===== src/rtl/dwt_pkg.sv =====
// rtl/dwt_pkg.sv - shared constants, drain state encoding and pair-entry layout for the DWT coefficient writer
package dwt_pkg;

    localparam logic PASS_ROW = 1'b0;
    localparam logic PASS_COL = 1'b1;

    typedef enum logic [1:0] {
        ST_IDLE = 2'd0,
        ST_WR_L = 2'd1,
        ST_WR_H = 2'd2
    } drain_state_e;

    // Entry packs upward from bit 0: H byte, L byte, k, line, pass
    localparam int H_LSB = 0;
    localparam int L_LSB = 8;
    localparam int K_LSB = 16;

    function automatic int addr_width(input int width);
        return $clog2(width);
    endfunction

    function automatic int line_lsb(input int aw);
        return K_LSB + aw;
    endfunction

    function automatic int pass_pos(input int aw);
        return K_LSB + 2 * aw;
    endfunction

    function automatic int entry_bits(input int aw);
        return K_LSB + 2 * aw + 1;
    endfunction

endpackage


===== src/rtl/dwt_coef_writer_if.sv =====
// rtl/dwt_coef_writer_if.sv - coefficient input, frame-buffer write and status signals of the writer
interface dwt_coef_writer_if #(parameter int WIDTH = 256);
    import dwt_pkg::*;

    localparam int AW = addr_width(WIDTH);

    logic            i_valid;
    logic [15:0]     i_pixel;
    logic [AW-1:0]   i_pixel_pointer;
    logic [AW-1:0]   i_row_column_pointer;
    logic            i_pass;
    logic            o_ready;
    logic            o_busy;
    logic            mem_we;
    logic [2*AW-1:0] mem_addr;
    logic [7:0]      mem_wdata;
    logic            o_line_done;
    logic            o_pass_done;
    logic            o_overflow;

    modport master (
        output i_valid, i_pixel, i_pixel_pointer, i_row_column_pointer, i_pass,
        input  o_ready, o_busy, mem_we, mem_addr, mem_wdata, o_line_done, o_pass_done, o_overflow
    );

    modport slave (
        input  i_valid, i_pixel, i_pixel_pointer, i_row_column_pointer, i_pass,
        output o_ready, o_busy, mem_we, mem_addr, mem_wdata, o_line_done, o_pass_done, o_overflow
    );

endinterface


===== src/rtl/dwt_pair_fifo.sv =====
// rtl/dwt_pair_fifo.sv - synchronous FIFO, one push and one pop per cycle, a push into a full FIFO is taken when a pop frees a slot
module dwt_pair_fifo #(
    parameter int DATA_W = 33,
    parameter int DEPTH  = 8
) (
    input  logic                     clk,
    input  logic                     rst,
    input  logic                     push,
    input  logic [DATA_W-1:0]        push_data,
    input  logic                     pop,
    output logic [DATA_W-1:0]        head,
    output logic [$clog2(DEPTH):0]   count,
    output logic                     full,
    output logic                     empty
);
    localparam int PW = $clog2(DEPTH);
    localparam logic [PW:0]   CNT_ONE = 1;
    localparam logic [PW-1:0] PTR_ONE = 1;

    logic [DATA_W-1:0] mem [DEPTH];
    logic [PW-1:0]     wr_ptr;
    logic [PW-1:0]     rd_ptr;
    logic              push_ok;
    logic              pop_ok;

    assign empty   = (count == '0);
    assign full    = (count == (PW+1)'(DEPTH));
    assign pop_ok  = pop && !empty;
    assign push_ok = push && (!full || pop_ok);
    assign head    = mem[rd_ptr];

    always_ff @(posedge clk) begin
        if (push_ok) begin
            mem[wr_ptr] <= push_data;
        end
    end

    always_ff @(posedge clk) begin
        if (rst) begin
            wr_ptr <= '0;
            rd_ptr <= '0;
            count  <= '0;
        end else begin
            if (push_ok) wr_ptr <= wr_ptr + PTR_ONE;
            if (pop_ok)  rd_ptr <= rd_ptr + PTR_ONE;
            case ({push_ok, pop_ok})
                2'b10:   count <= count + CNT_ONE;
                2'b01:   count <= count - CNT_ONE;
                default: count <= count;
            endcase
        end
    end

endmodule


===== src/rtl/dwt_coef_writer.sv =====
// rtl/dwt_coef_writer.sv - buffers {L,H} pairs and writes them byte-serially into the frame buffer in Mallat layout
module dwt_coef_writer
    import dwt_pkg::*;
#(
    parameter int WIDTH      = 256,
    parameter int FIFO_DEPTH = 8,
    parameter int PIPE_SLACK = 4
) (
    input logic              clk,
    input logic              rst,
    dwt_coef_writer_if.slave bus
);
    localparam int AW       = addr_width(WIDTH);
    localparam int HALF     = WIDTH / 2;
    localparam int EW       = entry_bits(AW);
    localparam int CW       = $clog2(FIFO_DEPTH) + 1;
    localparam int LINE_LSB = line_lsb(AW);
    localparam int PASS_POS = pass_pos(AW);

    drain_state_e    state, state_n;
    logic [EW-1:0]   push_entry;
    logic [EW-1:0]   head;
    logic [CW-1:0]   count;
    logic            full, empty, push, pop;
    logic [7:0]      l_byte, h_byte;
    logic [AW-1:0]   head_k, head_line;
    logic [2*AW-1:0] l_addr, h_addr, cur_addr, last_addr;
    logic [7:0]      cur_data, last_data;
    logic            we, line_done;
    logic [AW-1:0]   line_cnt;
    logic            overflow;

    assign push_entry = {bus.i_pass, bus.i_row_column_pointer, bus.i_pixel_pointer, bus.i_pixel};
    assign push       = bus.i_valid && (!full || pop);

    dwt_pair_fifo #(.DATA_W(EW), .DEPTH(FIFO_DEPTH)) u_fifo (
        .clk       (clk),
        .rst       (rst),
        .push      (push),
        .push_data (push_entry),
        .pop       (pop),
        .head      (head),
        .count     (count),
        .full      (full),
        .empty     (empty)
    );

    assign h_byte    = head[H_LSB +: 8];
    assign l_byte    = head[L_LSB +: 8];
    assign head_k    = head[K_LSB +: AW];
    assign head_line = head[LINE_LSB +: AW];

    // k < HALF, so adding HALF never carries out of the AW-bit field
    always_comb begin
        if (head[PASS_POS] == PASS_COL) begin
            l_addr = {head_k, head_line};
            h_addr = {head_k + AW'(HALF), head_line};
        end else begin
            l_addr = {head_line, head_k};
            h_addr = {head_line, head_k + AW'(HALF)};
        end
    end

    always_ff @(posedge clk) begin
        if (rst) state <= ST_IDLE;
        else     state <= state_n;
    end

    always_comb begin
        state_n   = state;
        we        = 1'b0;
        pop       = 1'b0;
        line_done = 1'b0;
        cur_addr  = l_addr;
        cur_data  = l_byte;
        case (state)
            ST_IDLE: begin
                if (!empty) state_n = ST_WR_L;
            end
            ST_WR_L: begin
                we      = 1'b1;
                state_n = ST_WR_H;
            end
            ST_WR_H: begin
                we        = 1'b1;
                pop       = 1'b1;
                cur_addr  = h_addr;
                cur_data  = h_byte;
                line_done = (head_k == AW'(HALF - 1));
                // count is pre-pop; a pair pushed this cycle is picked up via IDLE
                state_n   = (count > CW'(1)) ? ST_WR_L : ST_IDLE;
            end
            default: state_n = ST_IDLE;
        endcase
    end

    always_ff @(posedge clk) begin
        if (rst) begin
            line_cnt  <= '0;
            overflow  <= 1'b0;
            last_addr <= '0;
            last_data <= '0;
        end else begin
            if (line_done)                   line_cnt <= line_cnt + AW'(1);
            if (bus.i_valid && full && !pop) overflow <= 1'b1;
            if (we) begin
                last_addr <= cur_addr;
                last_data <= cur_data;
            end
        end
    end

    assign bus.o_ready     = (FIFO_DEPTH - int'(count)) > PIPE_SLACK;
    assign bus.o_busy      = !empty || (state != ST_IDLE);
    assign bus.mem_we      = we;
    assign bus.mem_addr    = we ? cur_addr : last_addr;
    assign bus.mem_wdata   = we ? cur_data : last_data;
    assign bus.o_line_done = line_done;
    assign bus.o_pass_done = line_done && (line_cnt == AW'(WIDTH - 1));
    assign bus.o_overflow  = overflow;

endmodule


===== src/flat_wrapper.sv =====
// flat-port wrapper written by rule: the top's interface ports become plain ports
module dwt_coef_writer_flat import dwt_pkg::*;
#(
    parameter int WIDTH      = 256,
    parameter int FIFO_DEPTH = 8,
    parameter int PIPE_SLACK = 4
)
  (clk, rst, bus_i_valid, bus_i_pixel, bus_i_pixel_pointer, bus_i_row_column_pointer, bus_i_pass, bus_o_ready, bus_o_busy, bus_mem_we, bus_mem_addr, bus_mem_wdata, bus_o_line_done, bus_o_pass_done, bus_o_overflow);
  dwt_coef_writer_if #(.WIDTH(WIDTH)) bus_i ();
  input logic clk;
  input logic rst;
  input wire logic [$bits(bus_i.i_valid)-1:0] bus_i_valid;
  input wire logic [$bits(bus_i.i_pixel)-1:0] bus_i_pixel;
  input wire logic [$bits(bus_i.i_pixel_pointer)-1:0] bus_i_pixel_pointer;
  input wire logic [$bits(bus_i.i_row_column_pointer)-1:0] bus_i_row_column_pointer;
  input wire logic [$bits(bus_i.i_pass)-1:0] bus_i_pass;
  output wire logic [$bits(bus_i.o_ready)-1:0] bus_o_ready;
  output wire logic [$bits(bus_i.o_busy)-1:0] bus_o_busy;
  output wire logic [$bits(bus_i.mem_we)-1:0] bus_mem_we;
  output wire logic [$bits(bus_i.mem_addr)-1:0] bus_mem_addr;
  output wire logic [$bits(bus_i.mem_wdata)-1:0] bus_mem_wdata;
  output wire logic [$bits(bus_i.o_line_done)-1:0] bus_o_line_done;
  output wire logic [$bits(bus_i.o_pass_done)-1:0] bus_o_pass_done;
  output wire logic [$bits(bus_i.o_overflow)-1:0] bus_o_overflow;
  assign bus_i.i_valid = bus_i_valid;
  assign bus_i.i_pixel = bus_i_pixel;
  assign bus_i.i_pixel_pointer = bus_i_pixel_pointer;
  assign bus_i.i_row_column_pointer = bus_i_row_column_pointer;
  assign bus_i.i_pass = bus_i_pass;
  assign bus_o_ready = bus_i.o_ready;
  assign bus_o_busy = bus_i.o_busy;
  assign bus_mem_we = bus_i.mem_we;
  assign bus_mem_addr = bus_i.mem_addr;
  assign bus_mem_wdata = bus_i.mem_wdata;
  assign bus_o_line_done = bus_i.o_line_done;
  assign bus_o_pass_done = bus_i.o_pass_done;
  assign bus_o_overflow = bus_i.o_overflow;
  dwt_coef_writer #(.WIDTH(WIDTH), .FIFO_DEPTH(FIFO_DEPTH), .PIPE_SLACK(PIPE_SLACK)) u_core (.clk(clk), .rst(rst), .bus(bus_i));
endmodule

===== config.mk =====
export PLATFORM = sky130hd
export DESIGN_NAME = dwt_coef_writer_flat
export DESIGN_NICKNAME = d
export VERILOG_FILES = /design/src/rtl/dwt_pkg.sv /design/src/rtl/dwt_coef_writer_if.sv /design/src/rtl/dwt_pair_fifo.sv /design/src/rtl/dwt_coef_writer.sv /design/src/flat_wrapper.sv
export SDC_FILE = /design/constraint.sdc
export NUM_CORES = 1
export LEC_CHECK = 0
export ABC_AREA = 1
export BUFFER_PORTS_ARGS = -buffer_cell sky130_fd_sc_hd__clkbuf_2
export CORE_ASPECT_RATIO = 1.5
export CORE_MARGIN = 2
export CORE_UTILIZATION = 36
export CTS_CLUSTER_DIAMETER = 120
export DETAILED_ROUTE_END_ITERATION = 10
export PLACE_DENSITY = 0.49
export SLEW_MARGIN = 20
export SYNTH_ARGS = -nofsm -noshare
export SYNTH_HDL_FRONTEND = slang
export SYNTH_SLANG_ARGS = --single-unit

===== constraint.sdc =====
create_clock -name clk -period 4.3 [get_ports clk]
set_input_delay 0.215 -clock clk [delete_from_list [all_inputs] [get_ports clk]]
set_output_delay 0.215 -clock clk [all_outputs]
set_load 0.01 [all_outputs]

==> impl_metrics.env, run 1 <==
export IMPL_status="complete, no violations"
export IMPL_hold_path_endpoint="u_core.bus.o_overflow"
export IMPL_rrSetupSlack_ps=1250
export IMPL_report_final_slew_viol_count=0
export IMPL_clock_root_buffer="sky130_fd_sc_hd__clkbuf_16"
export IMPL_finalHoldViolCount=0
export IMPL_globalRoute_totalOverflow=0
export IMPL_period_minus_slack_ps=3809
export IMPL_dr_pass1_iters=5
export IMPL_tritoncts="built"
export IMPL_max_cap_violations=0
export IMPL_tightest_slew_ps=1071
export IMPL_power_share_combinational=0.271
export IMPL_muxShareOfSynthArea=0
export IMPL_cts_resized_gates=0
export IMPL_pwr_share_clk=0.307
export IMPL_global_route_usage_met3=0.02150
export IMPL_slew_headroom=0.2860
export IMPL_regToRegEndpoint="u_core.last_addr[8]"
export IMPL_htree_num_levels=1
export IMPL_yosys_warnings=0
export IMPL_synth_ff_latch_count=312
export IMPL_yosys_cell_types_count=29
export IMPL_worst_ep_required_time_ps=4090
export IMPL_drtIter0Drc=619
export IMPL_met2_demand_to_capacity_share_in_global_routing=0.3106
export IMPL_worst_path_most_repeated_cell="sky130_fd_sc_hd__nand2_1"
export IMPL_core_region_area_um2=35210
export IMPL_die_height_um=235.9
export IMPL_ys_async_sr_fraction=0
export IMPL_synth_edff_count=264
export IMPL_synth_compound_area_share=0.08939
export IMPL_timing_reg2reg_worst_path_depth=9
export IMPL_postLayoutCoreUtil=0.4256
export IMPL_fin_nets=1316
export IMPL_final_setup_tns_ps=0
export IMPL_cpPeakStageDelay_ps=840
export IMPL_gr_usage_met1=0.2201
export IMPL_intPower_mw=5.637
export IMPL_pwr_total_mw=8.448
export IMPL_worst_setup_hold_path_clk_slew_ps=60
export IMPL_routabilityCongestion=0.7523
export IMPL_post_route_cells_drive_above_1_share=0.1091
export IMPL_report_final_setup_viol=0
export IMPL_route_detailed_drc=0
export IMPL_placedCellCount=1675
export IMPL_post_route_period_util=0.8858
export IMPL_power_density_cell_area_nw_per_um2=563.7
export IMPL_power_sequential_fraction=0.423
export IMPL_hold_ws_ps=343.2
export IMPL_post_synth_instance_area_um2=12900
export IMPL_yosysTopAreaCellShare=0.6143
export IMPL_fmax_mhz=262.5
export IMPL_cell_taking_the_most_area_after_synthesis="sky130_fd_sc_hd__edfxtp_1"
export IMPL_synthToLayoutAreaGrowth_pct=16.12
export IMPL_grt_usage=0.1725
export IMPL_critical_path_buf_inv_count=3
export IMPL_static_leak_nw=5.699
export IMPL_syn_instance_count=1185
export IMPL_io_pins=66
export IMPL_yosys_area_share_adder=0.01163
export IMPL_wire_length_of_the_first_global_routing_pass_um=49160
export IMPL_number_of_core_rows=84
export IMPL_grt_start_max_net_pins=102
export IMPL_cpLargestDelayFamily="buffers and inverters"
export IMPL_synth_xor_xnor_area_share=0.002036
export IMPL_via_per_inst=4.920
export IMPL_final_cell_mix="264 x sky130_fd_sc_hd__edfxtp_1, 235 x sky130_fd_sc_hd__nand2_1, 155 x sky130_fd_sc_hd__nor2_1, 108 x sky130_fd_sc_hd__o21ai_0, 103 x sky130_fd_sc_hd__inv_1"
export IMPL_dieArea_um2=37410
export IMPL_die_w_um=158.6
export IMPL_post_synth_main_area_contributors="sky130_fd_sc_hd__edfxtp_1 61%, sky130_fd_sc_hd__dfxtp_1 7.4%, sky130_fd_sc_hd__nand2_1 6.8%"
export IMPL_cts_buffers=30
export IMPL_switchingPower_mw=2.811
export IMPL_place_detailed_hpwl_um=17970
export IMPL_path_class="reg -> out"
export IMPL_clock_sink_count=312
export IMPL_hold_buffers=34
export IMPL_initial_core_util=0.3665
export IMPL_worstSkewPairLatency_ps=580
export IMPL_top_usage_layer="met2"
export IMPL_grt_pass1_vias=8576
export IMPL_worst_hold_path_type="in -> reg"
export IMPL_power_switching_share=0.3327
export IMPL_crit_path_end_kind="primary output"
export IMPL_crit_path_max_fanout=101
export IMPL_timing_clock_skew_ps=17.48
export IMPL_mappedNetlistNets=1233
export IMPL_post_synth_and_or_nand_nor_area_fraction=0.1507
export IMPL_cell_count_final_fillers_out=1765
export IMPL_timing_hold_worst_path_depth=2
export IMPL_grt_antenna_before_repair=0
export IMPL_input_output_buffers=65
export IMPL_timing_hold_worst_start="rst"
export IMPL_mostFrequentLayoutCell="sky130_fd_sc_hd__edfxtp_1"
export IMPL_syn_avg_cell_area_um2=10.89
export IMPL_cts_root_to_sink_buffers=3
export IMPL_worst_setup_path_start_kind="flip-flop"
export IMPL_wire_per_inst_um=18.06
export IMPL_postCtsSetupRepairBufs=0
export IMPL_worst_ir_drop_vdd_uv=296.4
export IMPL_crit_path_top_delay_cell="sky130_fd_sc_hd__dfxtp_4"
export IMPL_routed_via_count=8684
export IMPL_num_antenna_cells=0
export IMPL_postRouteWirelength_um=31870
export IMPL_crit_arrival_ps=3590
export IMPL_setup_repair_after_global_routing_missed_its_margin="no"
export IMPL_dominantRegCellSynth="sky130_fd_sc_hd__edfxtp_1"
export IMPL_synth_top_family_by_area="simple AND/OR/NAND/NOR gates"
export IMPL_sequential_share_of_the_synthesized_area=0.6888
export IMPL_critical_path_cell_chain="inv_4 -> o21ai_1 -> nand2_1 -> o21ai_4 -> inv_2 -> a21oi_1 -> nand2_1 -> nand2_1 -> clkbuf_2"
export IMPL_drtAntennaViolNets=0
## final cells by class
cell class / instances / area, um2
flip-flops and latches: 312 / 8894
multi-input cells: 702 / 3334
inverters: 106 / 402.9
repair buffers: 116 / 805.8
well taps: 473 / 591.8
clock buffers: 34 / 765.7
fillers: 3393 / 20220
clock inverters: 22 / 191.4
## worst max path at each step
stage / startpoint / cells past startpoint / slack [ps] / end
detailed placement: flip-flop / 9 / 1000 / bus_mem_addr[7]
finish: flip-flop / 9 / 490 / bus_mem_addr[7]
CTS: flip-flop / 10 / 360 / bus_mem_addr[8]
floorplan: u_core.u_fifo.count[0] / 8 / 1270 / u_core.u_fifo.mem[0][0]
global placement: flip-flop / 9 / 1040 / bus_mem_addr[7]
global route: flip-flop / 9 / 120 / bus_mem_addr[7]
## cells by family (layout without fill, tap and decap cells)
logic type               after synthesis  in the layout
XOR/XNOR                               3              3
adder cells (fa/ha/maj)               12             12
AO/OA/AOI/OAI                        204            204
AND/OR/NAND/NOR                      483            483
buffers and inverters                171            278
flip-flops                           312            312
## power by group through the flow
stage	combinational, mW	clock (mW)	sequential (mW)
final	2.29	2.59	3.57
after global routing	2.58	2.78	3.59
after CTS	2.34	2.66	3.57
after detailed placement	2.31	0	3.64
after global placement	2.29	0	3.64
after floorplan	1.57	0	3.58
## per-layer routing
metal	wire, um	share of wire	vias to the layer above
met5	0	0	-
met4	495	0.016	0
met3	1170	0.037	33
met2	16570	0.52	147
met1	13640	0.43	4281
li1	-	-	4223
## flip-flops by register name, summed over array words and instances (netlist names), named ones only
register	flops
u_core.state	2
u_core.u_fifo.count	4
u_core.u_fifo.wr_ptr	3
u_core.line_cnt	8
u_core.last_addr	16
u_core.u_fifo.mem	264
u_core.last_data	8
u_core.bus.o_overflow	1
u_core.u_fifo.rd_ptr	3
## through the flow
| step | instance area [um2] | worst slack [ps] |
|---|---|---|
| finish | 14990 | 491.1 |
| global route | 14990 | 116.5 |
| CTS | 14990 | 360.3 |
| detailed placement | 13690 | 995.6 |
| global placement | 13690 | 1044 |
| floorplan | 12900 | 1267 |
## synthesized netlist by cell type, drive strengths merged, types with 15 or more instances
master	instances
clkbuf	29
o21ai	129
o22ai	15
o211ai	16
buf	36
nor2	165
nand2	235
a21oi	27
inv	106
edfxtp	264
o221ai	16
dfxtp	48
nand3	71
(Power assumes the default switching activity.)
==> run 2, diff against run 1 <==
- CORE_ASPECT_RATIO: 1.5 -> 1.25
- clock period: 4.3 -> 4.6 ns (I/O delays scaled with it)
==> run 2 against run 1 <==
Cell count fell by 0.79%. Critical endpoint is now bus_mem_wdata[0]. First-iteration DRC count fell by 2.1%. Largest cell class unchanged. Clock skew rose by 7.8 ps. Cell area fell by 0.30%. Global-route usage fell by 0.12 points. Routed wire length fell by 0.21%. Worst hold slack got worse by 330 ps. Setup slack improved by 530 ps. Combinational power fell by 5%. Die area barely moved. Largest power group unchanged. Register-to-register slack improved by 300 ps. Highest routed layer unchanged. Count of clock-buffer cells in the layout rose by 10.
==> impl_metrics.env, run 2 (same netlist as run 1, synthesis figures left out) <==
export IMPL_status="complete, no violations"
export IMPL_path_class="reg -> out"
export IMPL_dr_pass1_iters=5
export IMPL_globalRoute_totalOverflow=0
export IMPL_crit_path_top_delay_cell="sky130_fd_sc_hd__buf_4"
export IMPL_die_height_um=215.7
export IMPL_intPower_mw=5.563
export IMPL_grt_antenna_before_repair=0
export IMPL_power_density_cell_area_nw_per_um2=551.2
export IMPL_registers_with_the_most_flip_flops="u_core.u_fifo.mem (264), u_core.last_addr (16)"
export IMPL_pwr_share_clk=0.333
export IMPL_postRouteWirelength_um=31810
export IMPL_num_antenna_cells=0
export IMPL_area_sequential_um2=8894
export IMPL_die_w_um=173.3
export IMPL_multi_input_gate_area_um2=3334
export IMPL_timing_hold_worst_path_depth=1
export IMPL_cts_root_to_sink_buffers=3
export IMPL_rrSetupSlack_ps=1550
export IMPL_max_cap_violations=0
export IMPL_input_output_buffers=65
export IMPL_critical_path_cell_chain="buf_4 -> buf_4 -> nor2_1 -> nor2_1 -> o21ai_0 -> o211ai_1 -> nand3_1 -> nand2_1 -> nand2_1 -> nand2_1 -> clkbuf_2"
export IMPL_worst_path_most_repeated_cell="sky130_fd_sc_hd__nand2_1"
export IMPL_tightest_slew_ps=957.2
export IMPL_timing_clock_skew_ps=25.31
export IMPL_placedCellCount=1679
export IMPL_power_share_combinational=0.265
export IMPL_power_sequential_fraction=0.402
export IMPL_route_detailed_drc=0
export IMPL_final_setup_tns_ps=0
export IMPL_timing_hold_worst_start="bus_i_row_column_pointer[1]"
export IMPL_number_of_core_rows=77
export IMPL_pre_cts_ws_ps=1471
export IMPL_initial_core_util=0.3650
export IMPL_fmax_mhz=279.2
export IMPL_setup_repair_after_global_routing_missed_its_margin="no"
export IMPL_post_route_cells_drive_above_1_share=0.1159
export IMPL_worst_setup_path_start_kind="flip-flop"
export IMPL_worst_ir_drop_vdd_uv=281.2
export IMPL_cell_count_final_fillers_out=1751
export IMPL_worst_ep_required_time_ps=4370
export IMPL_dieArea_um2=37390
export IMPL_worst_hold_path_type="in -> reg"
export IMPL_mostFrequentLayoutCell="sky130_fd_sc_hd__edfxtp_1"
export IMPL_cts_buffers=34
export IMPL_fin_nets=1302
export IMPL_wire_per_inst_um=18.17
export IMPL_post_route_period_util=0.7785
export IMPL_finalHoldViolCount=0
export IMPL_report_final_slew_viol_count=0
export IMPL_crit_path_end_kind="primary output"
export IMPL_via_per_inst=4.908
export IMPL_grt_start_max_net_pins=88
export IMPL_cpLargestDelayFamily="buffers and inverters"
export IMPL_power_switching_share=0.3245
export IMPL_registers_top_by_ff_count="u_core.u_fifo.mem"
export IMPL_core_region_area_um2=35360
export IMPL_routabilityCongestion=0.7472
export IMPL_slew_headroom=0.3619
export IMPL_static_leak_nw=5.700
export IMPL_switchingPower_mw=2.672
export IMPL_cpPeakStageDelay_ps=690
export IMPL_synthToLayoutAreaGrowth_pct=15.77
export IMPL_clock_sink_count=312
export IMPL_setup_ws_ps=1019
export IMPL_worstSkewPairLatency_ps=520
export IMPL_routed_via_count=8594
export IMPL_final_cell_mix="264 x sky130_fd_sc_hd__edfxtp_1, 235 x sky130_fd_sc_hd__nand2_1, 155 x sky130_fd_sc_hd__nor2_1, 108 x sky130_fd_sc_hd__o21ai_0, 103 x sky130_fd_sc_hd__inv_1"
export IMPL_report_final_setup_viol=0
export IMPL_period_minus_slack_ps=3581
export IMPL_drtAntennaViolNets=0
export IMPL_critical_path_buf_inv_count=3
export IMPL_clock_root_buffer="sky130_fd_sc_hd__clkbuf_16"
export IMPL_crit_arrival_ps=3350
export IMPL_crit_path_max_fanout=76
export IMPL_tritoncts="built"
export IMPL_largest_register_ff_count=264
export IMPL_crit_reg2reg_launch="u_core.state[0]"
export IMPL_worst_setup_hold_path_clk_slew_ps=60
export IMPL_io_pins=66
export IMPL_wire_length_of_the_first_global_routing_pass_um=49130
export IMPL_grt_pass1_vias=8411
export IMPL_timing_reg2reg_worst_path_depth=11
export IMPL_drtIter0Drc=606
export IMPL_grt_usage=0.1713
export IMPL_place_detailed_hpwl_um=18080
export IMPL_layout_filler_cells=3448
export IMPL_crit_cells=11
export IMPL_htree_num_levels=2
## run 2: cell types whose count changed in the layout (fill, tap and decap cells not counted), sizes merged
cell	previous run	this run
dlygate4sd3	34	13
clkbuf	99	109
clkinv	18	10
buf	17	20
bufinv	3	4
clkinvlp	1	0
inv	106	107
## run 2: stage by stage
step	instance area, um2	power [mW]	utilization	hold WS [ps]
CTS	14940	8.352	0.4226	0.2114
finish	14940	8.235	0.4226	8.884
floorplan	12900	4.810	-	328.9
detailed placement	13700	5.584	0.3875	446.6
global route	14940	8.708	0.4226	3.444
global placement	13700	5.574	0.3875	443.1
## run 2: final timing paths
| check | to |
|---|---|
| worst max-delay path | bus_mem_wdata[0] |
| worst min-delay path | u_core.u_fifo.mem[5][25] |
| worst min register to register | u_core.bus.o_overflow |
| worst max register to register | u_core.u_fifo.mem[4][26] |
## run 2: repair_timing
action	4_1_cts	5_1_grt
gates resized for setup	0	0
buffers inserted	0	0
hold endpoints to repair	104	0
hold buffers	13	0
## run 2: layout make-up
class                      count  share of cell area
clock inverter                15             0.01147
timing repair buffer          98             0.04053
tap                          474             0.03970
multi-input combinational    702              0.2232
inverter                     106             0.02697
clock buffer                  44             0.06289
sequential                   312              0.5953
## run 2: power groups by stage
| stage | registers (mW) | logic, mW | clock network (mW) |
|---|---|---|---|
| after floorplan | 3.34 | 1.47 | 0 |
| after global placement | 3.37 | 2.21 | 0 |
| after detailed placement | 3.37 | 2.21 | 0 |
| after CTS | 3.31 | 2.23 | 2.81 |
| after global routing | 3.33 | 2.47 | 2.91 |
| final | 3.31 | 2.18 | 2.74 |
## run 2: routing by layer
layer  vias up  GRT usage  routed length (um)
met5         -          0                   0
met4         0    0.06356                 864
met3        53    0.03101                1821
met2       207     0.2888               15510
met1      4133     0.2207               13610
li1       4201          -                   -
